===== src/rtl/mips_fetch_unit.sv =====
`default_nettype none
// ============================================================================
// Module   : mips_fetch_unit
// Purpose  : PC owner and single-outstanding instruction fetch feeding the
//            decoder. `define MIPS_FETCH_PERF_CNT_EN adds fetch/stall counters.
// Revision : 1.0  initial release
// ============================================================================
module mips_fetch_unit #(
  parameter logic [31:0] RESET_PC = 32'h0000_0000
) (
  input  logic        clk,
  input  logic        rst_n,
  output logic        imem_req_valid,
  input  logic        imem_req_ready,
  output logic [31:0] imem_addr,
  input  logic        imem_resp_valid,
  input  logic [31:0] imem_resp_data,
  output logic        inst_valid,
  input  logic        inst_ready,
  output logic [31:0] instruction,
  output logic [31:0] pc,
  input  logic        is_branch,
  input  logic        branch_taken,
  input  logic        is_jump,
  input  logic [15:0] immediate,
  input  logic [25:0] jump_imm_addr
`ifdef MIPS_FETCH_PERF_CNT_EN
  ,
  output logic [31:0] fetch_count,
  output logic [31:0] stall_count
`endif
);

  typedef enum logic [1:0] {
    S_IDLE = 2'd0,
    S_REQ  = 2'd1,
    S_WAIT = 2'd2,
    S_HOLD = 2'd3
  } state_t;

  state_t      state_q, state_d;
  logic [31:0] pc_q, pc_d;
  logic [31:0] instr_q, instr_d;
  logic [31:0] pc4;
  logic [31:0] br_off;
  logic [31:0] next_pc;
  logic        consume;

  // Target selection; jump outranks a taken branch.
  always_comb begin
    pc4    = pc_q + 32'd4;
    br_off = {{14{immediate[15]}}, immediate, 2'b00};
    if (is_jump) begin
      next_pc = {pc4[31:28], jump_imm_addr, 2'b00};
    end else if (is_branch && branch_taken) begin
      next_pc = pc4 + br_off;
    end else begin
      next_pc = pc4;
    end
  end

  always_comb begin
    state_d        = state_q;
    pc_d           = pc_q;
    instr_d        = instr_q;
    imem_req_valid = 1'b0;
    inst_valid     = 1'b0;
    consume        = 1'b0;
    case (state_q)
      S_IDLE: state_d = S_REQ;
      S_REQ: begin
        imem_req_valid = 1'b1;
        if (imem_req_ready) state_d = S_WAIT;
      end
      // Responses are only honoured here, so stale or early data is dropped.
      S_WAIT: begin
        if (imem_resp_valid) begin
          instr_d = imem_resp_data;
          state_d = S_HOLD;
        end
      end
      S_HOLD: begin
        inst_valid = 1'b1;
        if (inst_ready) begin
          consume = 1'b1;
          pc_d    = next_pc;
          state_d = S_REQ;
        end
      end
      default: state_d = S_IDLE;
    endcase
  end

  always_ff @(posedge clk or negedge rst_n) begin
    if (!rst_n) begin
      state_q <= S_IDLE;
      pc_q    <= RESET_PC;
      instr_q <= '0;
    end else begin
      state_q <= state_d;
      pc_q    <= pc_d;
      instr_q <= instr_d;
    end
  end

  assign imem_addr   = pc_q;
  assign pc          = pc_q;
  assign instruction = instr_q;

`ifdef MIPS_FETCH_PERF_CNT_EN
  logic [31:0] fetch_count_q, fetch_count_d;
  logic [31:0] stall_count_q, stall_count_d;

  always_comb begin
    fetch_count_d = fetch_count_q + {31'd0, consume};
    stall_count_d = stall_count_q + {31'd0, inst_valid & ~inst_ready};
  end

  always_ff @(posedge clk or negedge rst_n) begin
    if (!rst_n) begin
      fetch_count_q <= '0;
      stall_count_q <= '0;
    end else begin
      fetch_count_q <= fetch_count_d;
      stall_count_q <= stall_count_d;
    end
  end

  assign fetch_count = fetch_count_q;
  assign stall_count = stall_count_q;
`endif

endmodule
`default_nettype wire


===== config.mk =====
export PLATFORM = sky130hd
export DESIGN_NAME = mips_fetch_unit
export DESIGN_NICKNAME = d
export VERILOG_FILES = /design/src/rtl/mips_fetch_unit.sv
export SDC_FILE = /design/constraint.sdc
export NUM_CORES = 1
export LEC_CHECK = 0
export ABC_AREA = 1
export CORE_MARGIN = 3
export CORE_UTILIZATION = 50
export DETAILED_ROUTE_END_ITERATION = 10
export GPL_ROUTABILITY_DRIVEN = 0
export PLACE_DENSITY = 0.86
export SKIP_CTS_REPAIR_TIMING = 1
export SLEW_MARGIN = 40
export SYNTH_ARGS = -nofsm -noshare
export SYNTH_HDL_FRONTEND = slang
export SYNTH_SLANG_ARGS = --single-unit

===== constraint.sdc =====
create_clock -name clk -period 3.5 [get_ports clk]
set_input_delay 0.525 -clock clk [delete_from_list [all_inputs] [get_ports clk]]
set_output_delay 0.525 -clock clk [all_outputs]
set_load 0.03 [all_outputs]

**Word level (Yosys, flattened, before mapping)**

Index checks and enable logic that the tools add are counted.

- Input port bits: 82
- Word-level logic and storage cells: 24
- Output and inout port bits: 98
- Flip-flop bits (word level): 66

- Muxes and demuxes: 8
- $add $sub $neg: 2
- Reduce and logical (&&, ||, !) cells: 5
- Equal/unequal tests: 6

Operators by type and width:

| operator | count |
|---|---|
| $mux W32 | 2 |
| $add A32 B3 Y32 const B | 1 |
| $add A32 B32 Y32 | 1 |
| $pmux W2 S4 | 1 |
| $mux W2 | 3 |
| $ne A2 B2 Y1 const B | 3 |
| $eq A2 B2 Y1 const B | 2 |
| $reduce_and A2 Y1 | 2 |
| $reduce_and A3 Y1 | 1 |
| $eq A2 B1 Y1 const B | 1 |
| $logic_not A2 Y1 | 1 |
| $mux W1 | 2 |
| $logic_and A1 B1 Y1 | 1 |

**Logic depth before layout (Yosys ltp)**

- Depth after elaboration: 4
- Mapped depth: 22
- Gate-level depth less buffers: 22

**Least setup slack after synthesis**

Ideal clock, no wire load.

- Path kind: register -> register
- Start point: reg pc_q[3] (netlist: imem_addr[3])
- End point: reg pc_q[12] (netlist: imem_addr[12])
- Setup slack: 0.697 ns
- Arrival: 2.680 ns
- Library setup time: 0.123 ns
- Path buffers: 0
- Stages on the path, launching flop included: 17
- Clock period less this slack: 2.803 ns
- Required time: 3.377 ns
- Path through: dfrtp_1 -> ha_1 -> inv_1 -> nor2_4 -> nand2_2 -> xor2_1 -> inv_1 -> ha_1 -> nand2_1 -> inv_1 -> a21oi_1 -> nand3_1 -> or2_2 -> nand3_1 -> nand3_1 -> inv_1 -> o21ai_2

- Cells in the longest elaborated chain, start to end: 4

RTL lines:

| what | line | RTL |
|---|---|---|
| from (decl) | 42 | `logic [31:0] pc_q, pc_d;` |
| from (signal assigned) | 101 | `pc_q <= pc_d;` |
| $add A32 B3 Y32 (*) | 51 | `pc4 = pc_q + 32'd4;` |
| $add A32 B32 Y32 | 56 | `next_pc = pc4 + br_off;` |
| $mux W32 (*) | 55 | `end else if (is_branch && branch_taken) begin` |
| $mux W32 (*) | 53 | `if (is_jump) begin` |

Mark *: on every way between the ends. The rest lies on a longest branch, timed or not.
A chain may end at the register's enable or synchronous reset.

**Worst setup path in the final report**

- Start point: reg pc_q[2] (netlist: imem_addr[2])
- End point: reg pc_q[12] (netlist: imem_addr[12])

Same word-level chain as after synthesis.

==> impl.org <==
** Detailed routing
- The detail route stage leaves a number of antenna-violating nets equal to 0.
- After detailed routing, the average wire length per cell comes to 16.5 um.
- DRC violation count after routing :: 0
- Total iterations of the first detailed-routing run :: 5
- Number of violations reported at the end of detailed-routing iteration 0 :: 823
- Across all layers, the routed design uses 7371 vias.
- The final layout contains routed wiring with a total length of 22300 um.
- Dividing the detail-routed via count by the number of cells gives 5.44.

** Global routing
- In the global route stage, overall resource usage came out at 0.307.
- The number of global-route vias before repair is 7163.
- Met1 Resource Use GR :: 0.387
- For this run, global-route usage on met2 was measured as 0.493.
- The first global-routing pass estimated 35600 um of wire.
- GRT overflow :: 0
- Initial antenna violation count :: 0
- Largest net degree at the start of global routing :: 41
- For this run, global-route usage on met3 was measured as 0.0725.
- Busiest grt layer :: met2

** Timing
- For the final database, setup skew stands at 0.00580 ns.
- Of the available clock period, the critical path in the final layout requires 0.955.
- Final worst slack :: 0.157 ns
- Number of hold-slack violations in the final timing report :: 0
- Timing would allow up to 0.299 GHz.
- Count of endpoints failing setup in the final report :: 0
- Total count of max-transition violations in the final report :: 0
- Tmin final :: 3.34 ns
- Measured against its own limit, the worst slew margin works out to 0.557.
- Tightest Pin Transition :: 0.663 ns

** Critical path
- Worst endpoint required time :: 3.71 ns
- Reg-to-Reg Start :: imem_addr[2]
- Endpoint class of the critical path :: register
- In this run the register-to-register setup slack is 0.16 ns.
- Worst-case reg-to-reg path depth :: 16
- The worst register-to-register path ends at imem_addr[12].
- The critical path in this run is classified as register to register.
- Along the worst path, the maximum fanout reaches 6.
- Data on the critical path arrives at its endpoint at 3.55 ns.
- Nature of the critical path startpoint :: register

** Power and ir drop
- Internal power comes to 3800 uW.
- Total power consumption of the routed design :: 8110 uW
- LEAKAGE :: 0.00441 uW
- Part of the total power dissipated in sequential elements :: 0.197
- In this run the power density over the cells is 944 nW/um^2.
- The share of total power dissipated in combinational logic is 0.693.
- Switching Power :: 4310 uW
- Across the VDD grid, the largest voltage drop is 724 uV.
- Of the total power, the share spent switching nets is 0.532.
- Fraction of power consumed by the clock network :: 0.111

** Yosys
- Share of flip-flops with an asynchronous set or reset after synthesis :: 1.00
- Share of Yosys cell area claimed by the top area cell type :: 0.244
- nand2_1 is the most common cell in the netlist.
- Synthesis produced 1033 cells.
- After synthesis, the most frequently instantiated cells are nand2_1 (332), inv_1 (161), nor2_1 (108).
- Of all cell types, the one taking the most synthesized area is dfrtp_1.
- After synthesis the cells add up to 6570 sq um.
- Yosys mapped a number of flops with a built-in enable equal to 0.
- Flip-flop cell with the highest count after synthesis :: dfrtp_1
- In this run, distinct cell masters in the synthesized netlist total 42.
- Each instance of the synthesized netlist takes up on average 6.36 sq um.
- During synthesis, Yosys emitted a total of 0 warnings.
- Sequential-to-total area share from yosys stat :: 0.244
- Most area-consuming cells after synthesis :: dfrtp_1 (24%), nand2_1 (19%), inv_1 (9.2%)
- Flop and latch count out of synthesis :: 64

** Finish
- The layout has 1094 filler cells.
- Count of inserted antenna diode cells :: 0
- After the last flow step, the layout net total stands at 1304.
- Share of the core filled with cells :: 0.675
- Area overhead of the layout relative to synthesis :: 30.7%
- In the final layout, the share of cells above drive strength 1 is 0.0845.

** Clocking
- The clock drives 64 sinks.
- Clock network latency to the later pin of the worst-skew pair :: 0.33 ns
- The clock tree synthesis step divided the H-tree into 3 levels.
- TritonCTS clock tree :: yes
- The clock passes through at most 2 buffers.
- After clock tree synthesis, the clock-pin slew on the worst setup and hold paths is 0.05 ns.
- CTS root buf :: clkbuf_16
- Num CTS Buffers :: 9

** Floorplanning
- The floorplan step defined a die boundary enclosing 14500 sq um.
- Starting utilization of the core area :: 0.516
- Number of rows created at floorplan :: 41
- Floorplan core area :: 12700 sq um
- 180 I/O pins were placed.
- The die is 121 um tall.
- Die width :: 121 um

** Placed design
- Port-buffer cells :: 175
- Post-detailed-placement half-perimeter wirelength :: 17400 um
- OpenSTA, run right after detailed placement, puts the worst setup slack at 0.233 ns.

** Min path
- Hold Crit Class :: primary input to asynchronous set/reset pin

** Status
- Result of the run :: finished, final reports clean

** Flow run
- Number of maximum-capacitance constraint violations :: 0
## registers in the layout, summed over array words and instances, names as in the netlist
name	count
instruction	32
imem_addr	30
state_q	2
## cell type report
class	count	area, sq um	area share
multi-input combinational	758	4050	0.471
timing repair buffer	184	1820	0.212
sequential	64	1600	0.187
inverter	163	612	0.0713
clock buffer	12	246	0.0287
tap	172	215	0.0251
clock inverter	3	42.5	0.00496
## critical path, stage by stage (launching register included)
cell	delay, ns
dfrtp_2	0.46
ha_1	0.24
inv_1	0.19
nor2_4	0.10
nand2_2	0.13
xor2_1	0.26
inv_1	0.09
ha_1	0.33
nand2_1	0.13
inv_1	0.05
a21oi_1	0.35
nand3_2	0.22
or2_2	0.32
nand3_1	0.08
nand3_1	0.09
inv_1	0.11
o21ai_2	0.06
## through the flow
step                cells  TNS [ns]  hold WS (ns)  area, sq um
floorplan            1036         0         0.229         6580
global placement     1341         0         0.486         8270
detailed placement   1341         0         0.493         8270
CTS                  1356         0         0.171         8560
global route         1356   -0.0236         0.184         8580
finish               1356         0         0.156         8580
## cells by family after synthesis
| kind of cell | count (synthesis) | synth area share |
|---|---|---|
| buffers and inverters | 214 | 0.144 |
| AOI/OAI and AO/OA | 91 | 0.0777 |
| xor gates and xnor gates | 22 | 0.0305 |
| other | 1 | 0.000571 |
| adders and majority gates | 42 | 0.0812 |
| and+or+nand+nor | 567 | 0.367 |
| DFF | 64 | 0.244 |
| muxes | 32 | 0.0549 |
## power groups by stage
stage	sequential, uW	combinational [uW]	clock [uW]
3_5_place_dp	1580	5480	0
4_1_cts	1580	5550	899
2_1_floorplan	2160	3110	0
6_report	1600	5610	896
5_1_grt	1650	6090	932
3_3_place_gp	1550	5380	0
## per-layer routing
layer	vias up	wire length (um)
met5	-	0
met4	0	1260
met3	111	2210
met2	473	10400
met1	3304	8460
li1	3483	-
## worst max-delay path by stage
stage | slack [ns] | cells past startpoint | from | to
after floorplan | 0.70 | 16 | imem_addr[3] | imem_addr[12]
after global placement | 0.25 | 19 | imem_addr[3] | imem_addr[25]
after detailed placement | 0.23 | 16 | imem_addr[2] | imem_addr[12]
after CTS | 0.17 | 16 | imem_addr[2] | imem_addr[12]
after global routing | -0.02 | 16 | imem_addr[3] | imem_addr[12]
final | 0.16 | 16 | imem_addr[2] | imem_addr[12]
## cells in the final DEF (no fill, tap or decap), types with 5 or more instances in the layout
| master | n |
|---|---|
| inv_1 | 161 |
| buf_4 | 10 |
| nand2_1 | 332 |
| nor2_1 | 105 |
| o21ai_0 | 25 |
| mux2_2 | 32 |
| xor2_1 | 18 |
| nand2_2 | 12 |
| dfrtp_1 | 62 |
| nand3_1 | 68 |
| a21o_1 | 5 |
| a21oi_1 | 44 |
| clkdlybuf4s50_1 | 174 |
| nor2_2 | 9 |
| clkbuf_16 | 9 |
| nand4_1 | 9 |
| ha_1 | 41 |
| nor3_1 | 8 |
| or2_2 | 5 |
No activity file was read; power rests on OpenSTA's default activity.
